==> config.mk <==
export PLATFORM = sky130hd
export DESIGN_NAME = reaction_ctrl
export DESIGN_NICKNAME = d
export VERILOG_FILES = /design/src/rtl/reaction_ctrl.sv
export SDC_FILE = /design/constraint.sdc
export NUM_CORES = 1
export LEC_CHECK = 0
export ABC_AREA = 1
export BUFFER_PORTS_ARGS = -buffer_cell sky130_fd_sc_hd__buf_4
export CORE_ASPECT_RATIO = 1.1
export CORE_MARGIN = 5
export CORE_UTILIZATION = 50
export CTS_BUF_LIST = sky130_fd_sc_hd__clkbuf_2 sky130_fd_sc_hd__clkbuf_4 sky130_fd_sc_hd__clkbuf_8
export DETAILED_ROUTE_END_ITERATION = 8
export MAX_ROUTING_LAYER = met4
export PLACE_DENSITY = 0.8
export SYNTH_ARGS = -nofsm -noshare
export SYNTH_HDL_FRONTEND = slang
export SYNTH_SLANG_ARGS = --single-unit
==> constraint.sdc <==
create_clock -name clk -period 2.1 [get_ports clk]
set_input_delay 0.21 -clock clk [delete_from_list [all_inputs] [get_ports clk]]
set_output_delay 0.21 -clock clk [all_outputs]
set_load 0.02 [all_outputs]
==> src/rtl/reaction_ctrl.sv <==
// Round sequencer for the reaction-time game: random pre-LED delay, reaction capture,
// false-start/timeout flags, best-time tracking and round counting. All outputs registered.
module reaction_ctrl #(
  parameter logic [10:0] WAIT_MIN = 11'd1000,
  parameter logic [11:0] TIMEOUT  = 12'h999
) (
  input  logic        clk,
  input  logic        ar,
  input  logic        btn,
  input  logic        tick,
  input  logic [11:0] count_in,
  output logic        led,
  output logic        ctr_en,
  output logic        ctr_clr,
  output logic [11:0] result,
  output logic [11:0] best,
  output logic        best_valid,
  output logic        false_start,
  output logic        timeout,
  output logic [7:0]  rounds,
  output logic [2:0]  state
);

  typedef enum logic [2:0] {
    S_IDLE  = 3'd0,
    S_WAIT  = 3'd1,
    S_GO    = 3'd2,
    S_DONE  = 3'd3,
    S_FALSE = 3'd4
  } state_t;

  state_t      state_q, state_d;
  logic        btn_q;
  logic [9:0]  lfsr_q, lfsr_d;
  logic [10:0] wait_cnt_q, wait_cnt_d;
  logic        led_q, led_d;
  logic        ctr_en_q, ctr_en_d;
  logic        ctr_clr_q, ctr_clr_d;
  logic [11:0] result_q, result_d;
  logic [11:0] best_q, best_d;
  logic        best_valid_q, best_valid_d;
  logic        false_start_q, false_start_d;
  logic        timeout_q, timeout_d;
  logic [7:0]  rounds_q, rounds_d;

  logic        press;
  logic        start_round;
  logic        round_end;

  assign press = btn & ~btn_q;

  // Next-state and registered-output computation
  always_comb begin
    state_d       = state_q;
    lfsr_d        = {lfsr_q[8:0], lfsr_q[9] ^ lfsr_q[6]};
    wait_cnt_d    = wait_cnt_q;
    ctr_clr_d     = 1'b0;
    result_d      = result_q;
    best_d        = best_q;
    best_valid_d  = best_valid_q;
    false_start_d = false_start_q;
    timeout_d     = timeout_q;
    rounds_d      = rounds_q;
    start_round   = 1'b0;
    round_end     = 1'b0;

    case (state_q)
      S_IDLE, S_DONE, S_FALSE: begin
        if (press) begin
          start_round = 1'b1;
        end else begin
          start_round = 1'b0;
        end
      end
      S_WAIT: begin
        // An early press beats a same-cycle expiry
        if (press) begin
          state_d       = S_FALSE;
          false_start_d = 1'b1;
          round_end     = 1'b1;
        end else if (tick) begin
          if (wait_cnt_q == 11'd0) begin
            state_d = S_GO;
          end else begin
            wait_cnt_d = wait_cnt_q - 11'd1;
          end
        end else begin
          wait_cnt_d = wait_cnt_q;
        end
      end
      S_GO: begin
        if (press) begin
          state_d   = S_DONE;
          result_d  = count_in;
          timeout_d = 1'b0;
          round_end = 1'b1;
          if (!best_valid_q || (count_in < best_q)) begin
            best_d       = count_in;
            best_valid_d = 1'b1;
          end else begin
            best_d = best_q;
          end
        end else if (count_in == TIMEOUT) begin
          state_d   = S_DONE;
          result_d  = TIMEOUT;
          timeout_d = 1'b1;
          round_end = 1'b1;
        end else begin
          state_d = S_GO;
        end
      end
      default: begin
        state_d = S_IDLE;
      end
    endcase

    if (start_round) begin
      state_d       = S_WAIT;
      ctr_clr_d     = 1'b1;
      wait_cnt_d    = WAIT_MIN + {1'b0, lfsr_q};
      false_start_d = 1'b0;
      timeout_d     = 1'b0;
    end else begin
      ctr_clr_d = 1'b0;
    end

    if (round_end && (rounds_q != 8'hFF)) begin
      rounds_d = rounds_q + 8'd1;
    end else begin
      rounds_d = rounds_q;
    end

    led_d    = (state_d == S_GO);
    ctr_en_d = (state_d == S_GO);
  end

  // State and output registers with synchronous reset
  always_ff @(posedge clk) begin
    if (ar) begin
      state_q       <= S_IDLE;
      btn_q         <= 1'b1;
      lfsr_q        <= 10'h001;
      wait_cnt_q    <= 11'd0;
      led_q         <= 1'b0;
      ctr_en_q      <= 1'b0;
      ctr_clr_q     <= 1'b0;
      result_q      <= 12'h000;
      best_q        <= 12'h999;
      best_valid_q  <= 1'b0;
      false_start_q <= 1'b0;
      timeout_q     <= 1'b0;
      rounds_q      <= 8'd0;
    end else begin
      state_q       <= state_d;
      btn_q         <= btn;
      lfsr_q        <= lfsr_d;
      wait_cnt_q    <= wait_cnt_d;
      led_q         <= led_d;
      ctr_en_q      <= ctr_en_d;
      ctr_clr_q     <= ctr_clr_d;
      result_q      <= result_d;
      best_q        <= best_d;
      best_valid_q  <= best_valid_d;
      false_start_q <= false_start_d;
      timeout_q     <= timeout_d;
      rounds_q      <= rounds_d;
    end
  end

  assign led         = led_q;
  assign ctr_en      = ctr_en_q;
  assign ctr_clr     = ctr_clr_q;
  assign result      = result_q;
  assign best        = best_q;
  assign best_valid  = best_valid_q;
  assign false_start = false_start_q;
  assign timeout     = timeout_q;
  assign rounds      = rounds_q;
  assign state       = state_q;

endmodule
==> metrics <==
ys async rst share 0%; most area-consuming cells after synthesis dfxtp_1 (39%), nand2_1 (11%), nor2_1 (7.3%); gr usage total 19.5%; max-cap check violation count 0; Avg Cell Area, Syn 7.05 sq um; layout cells sized above 1 19.7%; drt wl/cell 12.6 microns; R2R Setup Slk 0.28 ns; width of the die 86.0 microns; crit path max-delay cell type dfxtp_1; crit path cell chain inv_1, ha_1, nand2_1, nand2_1, nand2_1, nand2_1, a21oi_1, nand2_1, nand2_4, nand2_1, nand2_1, nand3_1; Synth Register Bits 62; number of cells after detailed placement 577; status finished clean; worst setup margin 0.276 ns; startpoint types register; final setup TNS 0 ns; Layout Cells excl Fill 593; Die Area 8050 sq um; Routed WL 7500 microns; worst-margin pin slew 0.337 ns; io pins 57; Seq pwr share 44.6%; H-tree depth 3; critical path data required time 2.32 ns; Worst Hold Depth 3; post-CTS setup buffers 0; Relative slew margins 77.3%; Initial DRC Count 124; leakage 1.94 nW; first-pass GRT wire length 12400 microns; GP Congestion 0.835; largest net degree at the start of global routing 28; Tmin final 1.82 ns; post-synthesis cell count 451; Max Slew Vio Count 0; Post-layout nets 538; clock power share 42.6%; CTS tree done; Port Buffers 56; worst r2r dst best[11]; CP top delay family simple AND/OR/NAND/NOR gates; sw frac 25.2%; Max stage delay on crit path 0.37 ns; Layout Utilization 62.5%; Worst Min Path Start btn; YS warnings 0; Max Clock Skew 0.00772 ns; clk slew on worst S/H paths 0.07 ns; Core Area 6190 sq um; # clock sinks 62; NetSw 0.000695 W; Fin. Hold Viols 0; Routed Antenna Nets 0; Vias/cell 5.17; grt total ovfl 0; hpwl dp 5520 microns; Most Used Layer, Global Route met2; Cell Int Power 0.00206 W; die height 93.6 microns; WHS Endpoint btn_q; crit path kind register to register; most numerous cell in the Yosys netlist nand2_1; worst reg2reg startpoint best[5]; Root Buffer clkbuf_8; met1 usage 23.2%; CTS Buffer Depth 2; CTS Buf Count 9; pwr/cell area 712 nW/um^2; Hold WS 0.0478 ns; Clock Latency Late Sink 0.35 ns; post-synth top area share 39.1%; Post-Syn Area 3180 sq um; Cell Rows 30; number of global-route vias before repair 2798; R2R cell count 12; Critical Path End Type register; n_diodes 0; WP buf/inv 1; worst path arrival time 2.04 ns; cell taking the most area after synthesis dfxtp_1; HP Class input port to register; Seq/Total Area, Yosys 39.1%; Comb pwr share 12.8%; crit path max fanout 19; most used cell, CP nand2_1; via count 3065; library cells used by synthesis 31; top cells by count, synth nand2_1 (97), dfxtp_1 (62), nor2_1 (62); Post-synth EDFFs 0; met3 Usage GRT 4.76%; antenna violations before repair 0; RSZ-0062 raised after global routing false; DRC violations left 0; Final period util 86.8%; maximum VDD drop 0.000436 V; final setup fails 0; Setup WS pre-CTS 0.220 ns; Highest Clock Rate 548 MHz; initial core utilization 51.3%; Post-Syn Nets 481; GRT met2 Usage 33.0%; Syn-to-layout area delta 21.8%; drt pass-1 iters 4; Main synth FF type dfxtp_1
placed cells by master (no fill, tap or decap), types with 2 or more instances in the layout:
| cell | count |
|---|---|
| nand4_1 | 6 |
| nand3_2 | 5 |
| xor2_1 | 5 |
| xnor2_1 | 5 |
| inv_1 | 59 |
| nand2_2 | 3 |
| bufinv_16 | 2 |
| o21ai_1 | 13 |
| clkinv_2 | 2 |
| dfxtp_1 | 62 |
| a21oi_1 | 29 |
| ha_1 | 14 |
| nor2_2 | 3 |
| clkbuf_8 | 10 |
| nand3_1 | 32 |
| o211ai_1 | 2 |
| inv_2 | 9 |
| nor3_1 | 3 |
| nand3b_1 | 2 |
| nand2_1 | 97 |
| o21ai_0 | 12 |
| nor3_2 | 2 |
| nor2_1 | 62 |
| o221ai_1 | 6 |
| buf_4 | 60 |
| clkbuf_4 | 2 |
power groups by stage:
stage	Clock, W	Sequential (W)	Combinational [W]
after detailed placement	0	0.00125	0.000349
after floorplan	0	0.00126	0.000251
after global placement	0	0.00125	0.000334
after CTS	0.00119	0.00123	0.000350
after global routing	0.00124	0.00123	0.000402
final	0.00117	0.00123	0.000353
registers in the layout (all words and copies together) (netlist names):
| signal | count |
|---|---|
| best_valid | 1 |
| state | 3 |
| wait_cnt_q | 11 |
| btn_q | 1 |
| result | 12 |
| ctr_en | 1 |
| lfsr_q | 10 |
| ctr_clr | 1 |
| best | 12 |
| false_start | 1 |
| timeout | 1 |
| rounds | 8 |
kinds of logic after synthesis:
kind of cell / after synthesis / share of synthesized area [%]
compound gates: 65 / 11.6
buf+inv: 83 / 10.9
simple gates: 217 / 30.2
xor+xnor: 10 / 2.76
flops: 62 / 39.1
fa+ha+maj: 14 / 5.51
worst max path at each step:
| stage | start | to | slack, ns | cells after the start |
|---|---|---|---|---|
| 2_1_floorplan | best[11] | best[10] | 0.32 | 12 |
| 3_3_place_gp | best[7] | best[11] | 0.30 | 12 |
| 3_5_place_dp | best[5] | best[3] | 0.22 | 12 |
| 4_1_cts | best[5] | best[11] | 0.20 | 12 |
| 5_1_grt | best[11] | best[8] | 0.07 | 12 |
| 6_report | best[5] | best[11] | 0.28 | 12 |
cell type report:
cell class                 instances  area (sq um)
tap                               80           100
clock buffer                      12           153
sequential                        62          1240
fill                             592          2320
clock inverter                     4          70.1
inverter                          69           259
multi-input combinational        306          1600
timing repair buffer              60           450
worst reg2reg max path: stages (launching register included):
cell	delay, ns
dfxtp_1	0.37
inv_1	0.06
ha_1	0.29
nand2_1	0.08
nand2_1	0.05
nand2_1	0.05
nand2_1	0.05
a21oi_1	0.11
nand2_1	0.10
nand2_4	0.18
nand2_1	0.19
nand2_1	0.10
nand3_1	0.06
per-layer routing:
metal,share of wire [%],vias up
met5,0,-
met2,49,100
li1,-,1558
met1,43,1398
met4,1.1,0
met3,7.4,9
stage by stage:
stage	instance area, sq um	power, W
floorplan	3180	0.00151
global placement	3640	0.00159
detailed placement	3640	0.00160
CTS	3860	0.00277
global route	3870	0.00288
finish	3870	0.00276
timing repair:
action,in CTS,in global routing
hold buffers,0,0
resized for setup,0,1
endpoints found under the setup margin,0,1
No activity file was read; power rests on OpenSTA's default activity.
